<file path="src/rtl/spi_reg_pkg.sv">
// Shared constants and types for the SPI register master.
// Frame layout, mode bit indices and FSM state encoding.
package spi_reg_pkg;

  localparam int FRAME_BITS = 16;
  localparam int RW_BIT     = 15;
  localparam int ADDR_LSB   = 8;
  localparam int CPOL_IDX   = 1;
  localparam int CPHA_IDX   = 0;

  typedef enum logic [2:0] {
    IDLE,
    SETUP,
    SHIFT,
    HOLD,
    GAP
  } state_t;

endpackage

</file>
<file path="src/rtl/spi_reg_master_clk_gen.sv">
// SPI clock generator: CLK_DIV divider plus 5-bit half-period counter.
// Ports: i_clr clears divider, i_run enables SHIFT toggling, i_cpol idle
// level; o_div divider value, o_lead/o_trail/o_last edge strobes, o_sclk.
module spi_clk_gen #(
  parameter int CLK_DIV = 4
) (
  input  logic       clk,
  input  logic       rstb,
  input  logic       ena,
  input  logic       i_clr,
  input  logic       i_run,
  input  logic       i_cpol,
  output logic [7:0] o_div,
  output logic       o_lead,
  output logic       o_trail,
  output logic       o_last,
  output logic       o_sclk
);

  localparam logic [7:0] DIV_M1 = 8'(CLK_DIV - 1);

  logic [7:0] r_div;
  logic [4:0] r_half;
  logic       r_sclk;
  logic       w_tick;

  assign w_tick  = ena && i_run && (r_div == DIV_M1);
  // Even half-periods end on a leading edge, odd ones on a trailing edge.
  assign o_lead  = w_tick && !r_half[0];
  assign o_trail = w_tick && r_half[0];
  assign o_last  = w_tick && (r_half == 5'd31);
  assign o_div   = r_div;
  assign o_sclk  = r_sclk;

  always_ff @(posedge clk) begin
    if (!rstb) begin
      r_div  <= 8'd0;
      r_half <= 5'd0;
      r_sclk <= 1'b0;
    end else if (ena) begin
      if (i_clr || w_tick) r_div <= 8'd0;
      else                 r_div <= r_div + 8'd1;

      if (!i_run)      r_half <= 5'd0;
      else if (w_tick) r_half <= r_half + 5'd1;

      if (!i_run)      r_sclk <= i_cpol;
      else if (w_tick) r_sclk <= ~r_sclk;
    end
  end

endmodule

</file>
<file path="src/rtl/spi_reg_master.sv">
// SPI initiator turning one register request into a 16-bit frame.
// Ports: host side clk/rstb/ena/mode/start/rw/addr/wdata -> busy/done/
// rdata; pin side spi_cs_n/spi_clk/spi_mosi out, spi_miso in.
module spi_reg_master
  import spi_reg_pkg::*;
#(
  parameter int CLK_DIV    = 4,
  parameter int ADDR_WIDTH = 3,
  parameter int REG_WIDTH  = 8
) (
  input  logic                  clk,
  input  logic                  rstb,
  input  logic                  ena,
  input  logic [1:0]            mode,
  input  logic                  start,
  input  logic                  rw,
  input  logic [ADDR_WIDTH-1:0] addr,
  input  logic [REG_WIDTH-1:0]  wdata,
  output logic                  busy,
  output logic                  done,
  output logic [REG_WIDTH-1:0]  rdata,
  output logic                  spi_cs_n,
  output logic                  spi_clk,
  output logic                  spi_mosi,
  input  logic                  spi_miso
);

  localparam logic [7:0] DIV_M1 = 8'(CLK_DIV - 1);
  localparam logic [7:0] DIV_N  = 8'(CLK_DIV);

  state_t r_state;
  state_t w_next;

  logic [1:0]            r_mode;
  logic                  r_rw;
  logic [FRAME_BITS-1:0] r_tx;
  logic [REG_WIDTH-1:0]  r_rx;
  logic [REG_WIDTH-1:0]  r_rdata;
  logic                  r_cs_n;
  logic                  r_mosi;
  logic                  r_busy;
  logic                  r_done;

  logic [FRAME_BITS-1:0] w_frame;
  logic [7:0]            w_div;
  logic                  w_lead;
  logic                  w_trail;
  logic                  w_last;
  logic                  w_sclk;
  logic                  w_clr;
  logic                  w_run;
  logic                  w_cpol;
  logic                  w_cpha;
  logic                  w_accept;
  logic                  w_hold_end;
  logic                  w_gap_end;

  always_comb begin
    w_frame = '0;
    w_frame[RW_BIT] = rw;
    w_frame[ADDR_LSB +: ADDR_WIDTH] = addr;
    if (rw) w_frame[REG_WIDTH-1:0] = wdata;
  end

  assign w_run  = (r_state == SHIFT);
  assign w_cpha = r_mode[CPHA_IDX];
  // Idle level follows the live mode input; the frame uses the latched one.
  assign w_cpol = (r_state == IDLE) ? mode[CPOL_IDX]
                                    : r_mode[CPOL_IDX];
  assign w_clr  = (r_state == IDLE) || (w_next != r_state);

  assign w_accept   = ena && (r_state == IDLE) && start;
  assign w_hold_end = ena && (r_state == HOLD) && (w_div == DIV_M1);
  // GAP runs one cycle past CLK_DIV, so done lands 1+35*CLK_DIV after accept.
  assign w_gap_end  = ena && (r_state == GAP) && (w_div == DIV_N);

  spi_clk_gen #(
    .CLK_DIV (CLK_DIV)
  ) u_clk_gen (
    .clk     (clk),
    .rstb    (rstb),
    .ena     (ena),
    .i_clr   (w_clr),
    .i_run   (w_run),
    .i_cpol  (w_cpol),
    .o_div   (w_div),
    .o_lead  (w_lead),
    .o_trail (w_trail),
    .o_last  (w_last),
    .o_sclk  (w_sclk)
  );

  always_ff @(posedge clk) begin
    if (!rstb) r_state <= IDLE;
    else       r_state <= w_next;
  end

  always_comb begin
    w_next = r_state;
    if (ena) begin
      unique case (r_state)
        IDLE:  if (start) w_next = SETUP;
        SETUP: if (w_div == DIV_M1) w_next = SHIFT;
        SHIFT: if (w_last) w_next = HOLD;
        HOLD:  if (w_div == DIV_M1) w_next = GAP;
        GAP:   if (w_div == DIV_N) w_next = IDLE;
        default: w_next = IDLE;
      endcase
    end
  end

  always_ff @(posedge clk) begin
    if (!rstb) begin
      r_mode  <= 2'b00;
      r_rw    <= 1'b0;
      r_tx    <= '0;
      r_rx    <= '0;
      r_rdata <= '0;
      r_cs_n  <= 1'b1;
      r_mosi  <= 1'b0;
      r_busy  <= 1'b0;
      r_done  <= 1'b0;
    end else begin
      r_done <= 1'b0;
      if (w_accept) begin
        r_mode <= mode;
        r_rw   <= rw;
        r_cs_n <= 1'b0;
        r_busy <= 1'b1;
        r_rx   <= '0;
        if (mode[CPHA_IDX]) begin
          r_mosi <= 1'b0;
          r_tx   <= w_frame;
        end else begin
          r_mosi <= w_frame[FRAME_BITS-1];
          r_tx   <= {w_frame[FRAME_BITS-2:0], 1'b0};
        end
      end
      if (w_lead) begin
        if (w_cpha) begin
          r_mosi <= r_tx[FRAME_BITS-1];
          r_tx   <= {r_tx[FRAME_BITS-2:0], 1'b0};
        end else begin
          r_rx <= {r_rx[REG_WIDTH-2:0], spi_miso};
        end
      end
      if (w_trail) begin
        if (w_cpha) begin
          r_rx <= {r_rx[REG_WIDTH-2:0], spi_miso};
        end else if (!w_last) begin
          r_mosi <= r_tx[FRAME_BITS-1];
          r_tx   <= {r_tx[FRAME_BITS-2:0], 1'b0};
        end
      end
      if (w_hold_end) r_cs_n <= 1'b1;
      if (w_gap_end) begin
        r_busy <= 1'b0;
        r_done <= 1'b1;
        r_mosi <= 1'b0;
        if (!r_rw) r_rdata <= r_rx;
      end
    end
  end

  assign busy     = r_busy;
  assign done     = r_done;
  assign rdata    = r_rdata;
  assign spi_cs_n = r_cs_n;
  assign spi_clk  = w_sclk;
  assign spi_mosi = r_mosi;

endmodule

</file>
<file path="config.mk">
export PLATFORM = sky130hd
export DESIGN_NAME = spi_reg_master
export DESIGN_NICKNAME = d
export VERILOG_FILES = /design/src/rtl/spi_reg_pkg.sv /design/src/rtl/spi_reg_master_clk_gen.sv /design/src/rtl/spi_reg_master.sv
export SDC_FILE = /design/constraint.sdc
export NUM_CORES = 1
export LEC_CHECK = 0
export CAP_MARGIN = 20
export CELL_PAD_IN_SITES_DETAIL_PLACEMENT = 0
export CELL_PAD_IN_SITES_GLOBAL_PLACEMENT = 1
export CORE_ASPECT_RATIO = 0.7
export CORE_MARGIN = 2
export CORE_UTILIZATION = 35
export CTS_CLUSTER_SIZE = 24
export DETAILED_ROUTE_END_ITERATION = 8
export GPL_TIMING_DRIVEN = 0
export HOLD_SLACK_MARGIN = 0.1
export PLACE_DENSITY = 0.64
export SLEW_MARGIN = 20
export SYNTH_ARGS = -nofsm -noshare
export SYNTH_HDL_FRONTEND = slang
export SYNTH_SLANG_ARGS = --single-unit
</file>
<file path="constraint.sdc">
create_clock -name clk -period 2.67 [get_ports clk]
set_input_delay 0.267 -clock clk [delete_from_list [all_inputs] [get_ports clk]]
set_output_delay 0.267 -clock clk [all_outputs]
set_load 0.02 [all_outputs]
</file>
Word level (Yosys, flattened, before mapping)
Index checks and enable logic that the tools add are counted.
{"block": "word_totals", "register_bits": 56, "input_bits": 19, "output_inout_bits": 13, "elab_cells": 80}
{"block": "op_classes", "muxes": 34, "n_addsub": 2, "bitwise_logic": 3, "n_eq_ne": 9, "reduce_logical": 19}
{"operator": "2-to-1 mux 16 bit", "count": 7}
{"operator": "2-to-1 mux 8 bit", "count": 7}
{"operator": "2-to-1 mux 3 bit", "count": 6}
{"operator": "case mux 3 bit (5 select lines)", "count": 1}
{"operator": "logical AND 1 bit", "count": 11}
{"operator": "2-to-1 mux 1 bit", "count": 11}
{"operator": "2-to-1 mux 5 bit", "count": 2}
{"operator": "adder 8 x 1 -> 8 bit (second input constant)", "count": 1}
{"operator": "== test 8 x 2 -> 1 bit (second input constant)", "count": 1}
{"operator": "== test 8 x 3 -> 1 bit (second input constant)", "count": 1}
{"operator": "== test 3 x 2 -> 1 bit (second input constant)", "count": 2}
{"operator": "adder 5 x 1 -> 5 bit (second input constant)", "count": 1}
{"operator": "== test 5 bit (second input constant)", "count": 1}
{"operator": "AND reduction 2 bit", "count": 2}
{"operator": "OR reduction 2 bit", "count": 2}
{"operator": "== test 3 x 1 -> 1 bit (second input constant)", "count": 1}
{"operator": "== test 3 bit (second input constant)", "count": 1}
{"operator": "zero test 3 bit", "count": 1}
{"operator": "inequality test 3 bit", "count": 1}
{"operator": "NOT 1 bit", "count": 3}
{"operator": "logical OR 1 bit", "count": 2}
{"operator": "inequality test 2 bit (second input constant)", "count": 1}
{"operator": "zero test 1 bit", "count": 1}

Logic depth before layout (Yosys ltp)
Gate-level depths: netlist of the first run.
{"block": "logic_depth", "word_depth": 11, "depth_mapped": 8, "mapped_depth_nobuf": 7}

By module
From an unflattened synthesis of the first run, not the netlist that was laid out.
{"block": "unflattened", "cells_unflattened": 320, "hier_area_um2": 2706.3}
{"module": "spi_reg_master", "cells_each": 240, "area_per_inst_um2": 1994.4, "seq_area_each_um2": 840.8, "n_inst": 1}
{"module": "spi_clk_gen", "cells_each": 80, "area_per_inst_um2": 711.9, "seq_area_each_um2": 280.3, "n_inst": 1}

Worst setup path before layout of the first run
Ideal clock, no wire load.
{"block": "synth_timing", "kind": "flip-flop to flip-flop", "start": "register u_clk_gen.r_half[0]", "end": "register r_tx[6]", "setup_ns": 0.091, "path_buffers": 1, "path_stages_with_launch": 9, "t_required_ns": 2.579, "arrival_time_ns": 1.987, "synth_period_minus_slack_ns": 2.078, "slack_ns": 0.592, "cell_sequence": "dfxtp_1 -> ha_1 -> and3_1 -> ha_1 -> nor3b_1 -> o2111ai_1 -> clkbuf_1 -> nor2_1 -> a311oi_1"}
{"block": "synth_via", "elab_chain_len": 6, "word_cells_on_any_way": 9, "classes_between": "eq/ne (1); mux (4); reduce/logical (4)"}
{"element": "start: declaration", "line": "spi_reg_master_clk_gen.sv:23", "rtl": "logic [4:0] r_half;"}
{"element": "start signal: assignment", "line": "spi_reg_master_clk_gen.sv:45", "rtl": "else if (w_tick) r_half <= r_half + 5'd1;"}
{"element": "branches (longest 5 deep; another with 2-to-1 mux 16 bit)"}
{"element": "2-to-1 mux 16 bit *", "line": "spi_reg_master.sv:147", "rtl": "if (w_trail) begin"}
{"element": "end signal: assignment", "line": "spi_reg_master.sv:136", "rtl": "r_tx <= {w_frame[FRAME_BITS-2:0], 1'b0};"}
{"element": "end signal: assignment", "line": "spi_reg_master.sv:142", "rtl": "r_tx <= {r_tx[FRAME_BITS-2:0], 1'b0};"}
{"element": "end signal: assignment", "line": "spi_reg_master.sv:152", "rtl": "r_tx <= {r_tx[FRAME_BITS-2:0], 1'b0};"}
{"element": "end: declaration", "line": "spi_reg_master.sv:36", "rtl": "logic [FRAME_BITS-1:0] r_tx;"}
Every way passes the cells marked *.
A chain may end at the register's enable or synchronous reset.

Worst setup path after layout of the first run
{"block": "layout_timing", "start": "register u_clk_gen.r_half[0]", "end": "register r_mosi (netlist: spi_mosi)"}
{"block": "layout_via", "elab_chain_len": 6, "word_cells_on_any_way": 9, "classes_between": "eq/ne (1); mux (4); reduce/logical (4)"}
{"element": "branches (longest 5 deep; another with == test 5 bit)"}
{"element": "2-to-1 mux 1 bit *", "line": "spi_reg_master.sv:147"}
{"element": "end signal: assignment", "line": "spi_reg_master.sv:135", "rtl": "r_mosi <= w_frame[FRAME_BITS-1];"}
{"element": "end signal: assignment", "line": "spi_reg_master.sv:141", "rtl": "r_mosi <= r_tx[FRAME_BITS-1];"}
{"element": "end signal: assignment", "line": "spi_reg_master.sv:151", "rtl": "r_mosi <= r_tx[FRAME_BITS-1];"}
{"element": "end: declaration", "line": "spi_reg_master.sv:40", "rtl": "logic r_mosi;"}
Marked as above.

==> results.sh, run 1 <==
export IMPL_cap_violations=0
export IMPL_start_kind="flip-flop"
export IMPL_grt_pass1_vias=2304
export IMPL_max_stage_delay_ns=0.51
export IMPL_synthCells=335
export IMPL_drive_above_1_share=0.0726
export IMPL_root_buffer="clkbuf_16"
export IMPL_syn_area_mm2=0.00281
export IMPL_hp_start="rstb"
export IMPL_crit_top_cell="ha_1"
export IMPL_grt_pass1_wl_um=12200
export IMPL_synth_edf_count=0
export IMPL_synthFlopType="dfxtp_1"
export IMPL_timing_fmax_mhz=399
export IMPL_r2r_cells=8
export IMPL_hp_class="in -> reg"
export IMPL_required_ns=2.88
export IMPL_vias=2536
export IMPL_hold_depth=2
export IMPL_insertion_delay_ns=0.30
export IMPL_design_core_area_mm2=0.00784
export IMPL_pwr_density_cell_mw_per_mm2=526
export IMPL_fin_util=0.435
export IMPL_ys_warn_count=0
export IMPL_layout_commonest_cell="dfxtp_1"
export IMPL_synth_fp_nets=358
export IMPL_hold_viol=0
export IMPL_grt_use_total=0.174
export IMPL_synth_seq_cells=56
export IMPL_cts_tree="built"
export IMPL_cp_slowest_cell="dfxtp_1"
export IMPL_crit_type="reg -> reg"
export IMPL_ir_worst_vdd_mv=0.225
export IMPL_post_place_ws_ns=-0.0291
export IMPL_drtPass1Iterations=4
export IMPL_nFillCells=819
export IMPL_die_area_mm2=0.00877
export IMPL_cts_hold_fix_buffers=0
export IMPL_wl_met2_um=2740
export IMPL_yosysSeqAreaShare=0.399
export IMPL_synth_area_per_cell_um2=8.39
export IMPL_wl_met1_um=4240
export IMPL_crit_chain="ha_1 -> and3_1 -> ha_1 -> nor3b_1 -> o2111ai_2 -> clkbuf_1 -> nor2_1 -> a211oi_1"
export IMPL_initial_utilization=0.359
export IMPL_final_cell_mix="dfxtp_1, nand2_1, a21oi_1, clkdlybuf4s50_1, nand3_1"
export IMPL_die_h_um=79.0
export IMPL_drc=0
export IMPL_finalSetupViolCount=0
export IMPL_dp_cells=465
export IMPL_final_nets=394
export IMPL_row_count=27
export IMPL_drv_slew=0
export IMPL_holdPathEnd="r_state[1]$_SDFF_PN0_"
export IMPL_relSlewSlack=0.535
export IMPL_fin_crit_sh=0.939
export IMPL_avgRoutedWirePerCell_um=15.6
export IMPL_leakage_nw=1.15
export IMPL_die_w_um=111
export IMPL_status="finished clean"
export IMPL_globalRouteOverflowTotal=0
export IMPL_cts_buffer_depth=2
export IMPL_place_hpwl_um=5330
export IMPL_r2r_slack_ns=0.16
export IMPL_insertedDiodeCount=0
export IMPL_clkSinkCount=56
export IMPL_antenna_left=0
export IMPL_io_pins=32
export IMPL_critical_path_endpoint_type="flip-flop"
export IMPL_synth_cell_type_count=50
export IMPL_cts_buffers=5
export IMPL_routed_wirelength_um=7390
export IMPL_worst_slew_pin_slew_ns=0.687
export IMPL_timing_rr_start="u_clk_gen.r_half[0]$_SDFFE_PN0P_"
export IMPL_rsz0062_at_grt="no"
export IMPL_worst_slack_ns=0.162
export IMPL_grt_max_degree=19
export IMPL_synthToLayoutAreaGrowth_pct=21.3
export IMPL_reg2reg_to="spi_mosi$_SDFF_PP0_"
export IMPL_viasPerCell=5.36
export IMPL_worstPathArrival_ns=2.72
export IMPL_gp_congestion=0.808
export IMPL_drt_iter0_markers=215
export IMPL_cp_max_fo=10
export IMPL_fin_cells=473
export IMPL_htreeDepth=2
export IMPL_synthArstFlopShare=0
export IMPL_finClkSkew_ns=0.00758
export IMPL_clk_pin_slew_ns=0.07
export IMPL_fin_crit_ns=2.51
export IMPL_top_layer="met4"
export IMPL_antenna_found_initial=0
export IMPL_route_met3_wl_um=339
export IMPL_port_buffers=29
## area by class of cell
cell class                      instances  area [um^2]  area share
Multi-Input combinational cell        245         1550       0.455
Timing Repair Buffer                   29          290      0.0851
Tap cell                              101          126      0.0371
Clock buffer                            5          125      0.0367
Clock inverter                          3         46.3      0.0136
Sequential cell                        56         1120       0.329
Inverter                                7         26.3     0.00771
Buffer                                 27          121      0.0356
## metrics by stage
stage          total power [mW]  TNS (ns)  cell area (um^2)  hold WS (ns)
6_report                   1.79         0              3410         0.424
5_1_grt                    1.87         0              3410         0.463
4_1_cts                    1.81         0              3400         0.419
3_5_place_dp               1.04   -0.0405              3230         0.444
3_3_place_gp               1.04  -0.00451              3230         0.442
2_1_floorplan             0.976         0              2810         0.403
## Yosys cell counts (3+ instances only)
library cell,number,area [um^2]
nor3b_1,3,22.5
o211ai_1,3,22.5
nor2b_1,5,31.3
nand4_1,7,43.8
nand3b_1,12,90.1
xor2_1,4,35.0
ha_1,4,50.1
inv_1,6,22.5
mux2_2,7,78.8
and3_1,4,25.0
a21oi_1,30,150
nand3_1,28,140
clkbuf_1,21,78.8
a211oi_1,10,75.1
buf_2,4,20.0
o31ai_1,4,30.0
nand2_1,41,154
o21ai_0,14,70.1
dfxtp_1,56,1120
o211a_1,3,30.0
xnor2_1,3,26.3
nor2_1,21,78.8
a311oi_1,10,87.6
mux2i_1,3,30.0
## cells by family after synthesis
family / synth area share
xor gates and xnor gates: 0.0218
buffers and inverters: 0.0525
DFF: 0.399
muxes: 0.0387
adders and majority gates: 0.0178
AOI/OAI and AO/OA: 0.210
and+or+nand+nor: 0.260
## metal layers
layer  up-vias  global-route usage
met4         0              0.0370
met1      1184               0.282
met5         -                   0
met3         8              0.0389
met2        45               0.227
li1       1299                   -
## worst max path at each step
stage | start | endpoint | slack [ns] | cells past startpoint
finish | u_clk_gen.r_half[0]$_SDFFE_PN0P_ | spi_mosi$_SDFF_PP0_ | 0.16 | 8
global route | u_clk_gen.r_half[0]$_SDFFE_PN0P_ | r_tx[7]$_SDFF_PN0_ | 0.003 | 8
CTS | u_clk_gen.r_half[0]$_SDFFE_PN0P_ | r_tx[6]$_SDFF_PN0_ | 0.18 | 8
detailed placement | u_clk_gen.r_half[0]$_SDFFE_PN0P_ | r_tx[6]$_SDFF_PN0_ | -0.03 | 8
global placement | u_clk_gen.r_half[0]$_SDFFE_PN0P_ | spi_mosi$_SDFF_PP0_ | -0.005 | 8
floorplan | u_clk_gen.r_half[0]$_SDFFE_PN0P_ | r_tx[6]$_SDFF_PN0_ | 0.59 | 8
## repair_timing
item,in CTS,in global routing
gates resized for setup,1,1
endpoints found under the hold margin,0,0
endpoints found under the setup margin,3,6
cloned,0,0
buffers inserted,0,0
pin swaps,0,0
## worst max-delay path: cells and delay by family (launching register included)
family	cells	cell delay, ns
AO/OA/AOI/OAI	2	0.64
adder cells (fa/ha/maj)	2	0.48
buffers and inverters	1	0.42
flip-flops	1	0.51
AND/OR/NAND/NOR	3	0.37
## where the power goes
group	switching (mW)	internal, mW
Sequential	0.00979	0.850
Combinational	0.0938	0.0710
Clock	0.321	0.447
## sequential cells by signal (all words and copies together), names as in the netlist
signal / count
r_tx: 16
r_rx: 8
rdata: 8
u_clk_gen.o_div: 8
u_clk_gen.r_half: 5
r_state: 3
r_mode: 2
busy: 1
done: 1
r_rw: 1
spi_cs_n: 1
spi_mosi: 1
u_clk_gen.o_sclk: 1
Power figures use the tool's default switching activity.
==> inputs of run 2 (changes only) <==
Clock period 2.67 ns to 2.5 ns, I/O delays scaled along.
==> run 2 against run 1 <==
Count of clock-buffer cells in the layout unchanged. Via count about the same. Critical path type unchanged. Maximum frequency grew 6.6%. Largest cell class unchanged.
==> results.sh, run 2 (same netlist as run 1, synthesis figures left out) <==
export IMPL_root_buffer="clkbuf_16"
export IMPL_clk_pin_slew_ns=0.07
export IMPL_multi_input_area_mm2=0.00157
export IMPL_htreeDepth=2
export IMPL_crit_type="reg -> reg"
export IMPL_nFillCells=818
export IMPL_synthToLayoutAreaGrowth_pct=22.8
export IMPL_place_hpwl_um=5330
export IMPL_cp_max_fo=10
export IMPL_avgRoutedWirePerCell_um=15.6
export IMPL_gp_congestion=0.808
export IMPL_tns_ns=0
export IMPL_grt_max_degree=19
export IMPL_postLayoutCellArea_mm2=0.00345
export IMPL_leakage_nw=1.17
export IMPL_io_pins=32
export IMPL_port_buffers=29
export IMPL_clkSinkCount=56
export IMPL_drive_above_1_share=0.0880
export IMPL_final_nets=397
export IMPL_insertion_delay_ns=0.30
export IMPL_routed_wirelength_um=7440
export IMPL_pwr_density_cell_mw_per_mm2=555
export IMPL_max_stage_delay_ns=0.41
export IMPL_design_core_area_mm2=0.00784
export IMPL_grt_pass1_vias=2304
export IMPL_finalSetupViolCount=0
export IMPL_globalRouteOverflowTotal=0
export IMPL_viasPerCell=5.32
export IMPL_vias=2534
export IMPL_critPathTopFamily="compound AO/OA/AOI/OAI gates"
export IMPL_grt_pass1_wl_um=12200
export IMPL_crit_chain="ha_1 -> and3_1 -> ha_1 -> nor3b_1 -> o2111ai_2 -> clkbuf_2 -> a311oi_1"
export IMPL_final_cell_mix="dfxtp_1, nand2_1, a21oi_1, clkdlybuf4s50_1, nand3_1"
export IMPL_initial_utilization=0.359
export IMPL_antenna_left=0
export IMPL_fin_crit_sh=0.941
export IMPL_cp_slowest_cell="dfxtp_1"
export IMPL_required_ns=2.70
export IMPL_worstPathArrival_ns=2.56
export IMPL_cts_buffers=5
export IMPL_worst_slack_ns=0.147
export IMPL_row_count=27
export IMPL_die_w_um=111
export IMPL_cts_buffer_depth=2
export IMPL_fin_util=0.440
export IMPL_finClkSkew_ns=0.00712
export IMPL_placed_cell_area_mm2=0.00323
export IMPL_die_area_mm2=0.00877
export IMPL_drt_iter0_markers=190
export IMPL_hp_class="in -> reg"
export IMPL_status="finished clean"
export IMPL_fin_crit_ns=2.35
export IMPL_power_mw=1.91
export IMPL_grt_use_total=0.174
export IMPL_rsz0062_at_grt="no"
export IMPL_die_h_um=79.0
export IMPL_drv_slew=0
export IMPL_ir_worst_vdd_mv=0.241
export IMPL_worst_slew_pin_slew_ns=0.584
export IMPL_insertedDiodeCount=0
export IMPL_antenna_found_initial=0
export IMPL_cap_violations=0
export IMPL_cts_tree="built"
export IMPL_post_place_ws_ns=-0.199
export IMPL_start_kind="flip-flop"
export IMPL_timing_fmax_mhz=425
export IMPL_crit_buf_inv=1
export IMPL_seqCellArea_mm2=0.00112
export IMPL_hold_viol=0
export IMPL_drc=0
export IMPL_relSlewSlack=0.611
export IMPL_crit_top_cell="ha_1"
export IMPL_layout_commonest_cell="dfxtp_1"
export IMPL_top_register="r_tx"
export IMPL_drtPass1Iterations=4
export IMPL_critical_path_endpoint_type="flip-flop"
export IMPL_largest_reg_flops=16
-- run 2: cell count changes in the layout (fill, tap and decap cells not counted) --
cell,before,now
clkbuf_2,0,2
nor4b_4,0,1
clkbuf_1,21,19
buf_4,0,3
nor4b_1,2,1
-- run 2: layout make-up --
| type | count | share of cell area |
|---|---|---|
| well taps | 101 | 0.0366 |
| inverters | 7 | 0.00762 |
| flip-flops and latches | 56 | 0.325 |
| clock inverters | 3 | 0.0134 |
| multi-input cells | 245 | 0.454 |
| repair buffers | 32 | 0.0907 |
| clock buffers | 5 | 0.0363 |
| plain buffers | 27 | 0.0359 |
-- run 2: power breakdown --
part / total [mW] / switching, mW / internal, mW
Clock: 0.818 / 0.341 / 0.477
Sequential: 0.919 / 0.0108 / 0.908
Combinational: 0.177 / 0.101 / 0.0763
-- run 2: what timing repair did --
action                     4_1_cts  5_1_grt
setup endpoints to repair       16       34
buffers inserted                 0        3
resized for setup                1        7
pin swaps                        0        2
hold buffers                     0        0
-- run 2: stage by stage --
stage	hold slack, ns	cells
2_1_floorplan	0.386	335
3_3_place_gp	0.442	465
3_5_place_dp	0.444	465
4_1_cts	0.402	473
5_1_grt	0.446	476
6_report	0.415	476
-- run 2: path summary, 6_finish.rpt --
kind / slack, ns / to / cells after the start / from
max: 0.15 / r_tx[15]$_SDFF_PN0_ / 7 / u_clk_gen.r_half[0]$_SDFFE_PN0P_
min: 0.42 / r_state[1]$_SDFF_PN0_ / 2 / rstb
max reg2reg: 0.15 / r_tx[15]$_SDFF_PN0_ / 7 / u_clk_gen.r_half[0]$_SDFFE_PN0P_
min reg2reg: 0.46 / r_tx[13]$_SDFF_PN0_ / 2 / r_tx[12]$_SDFF_PN0_
-- run 2: layer usage --
| metal | vias up | global-route usage | part of all wire |
|---|---|---|---|
| met4 | 0 | 0.0370 | 0.0079 |
| met1 | 1166 | 0.282 | 0.57 |
| met5 | - | 0 | 0 |
| li1 | 1306 | - | - |
| met2 | 54 | 0.227 | 0.37 |
| met3 | 8 | 0.0389 | 0.050 |
==> inputs of run 3 (changes only) <==
Settings changed: HOLD_SLACK_MARGIN 0.1 to 0.05.
==> results of run 3 <==
Final layout, timing and power as in run 2 (identical DEF).
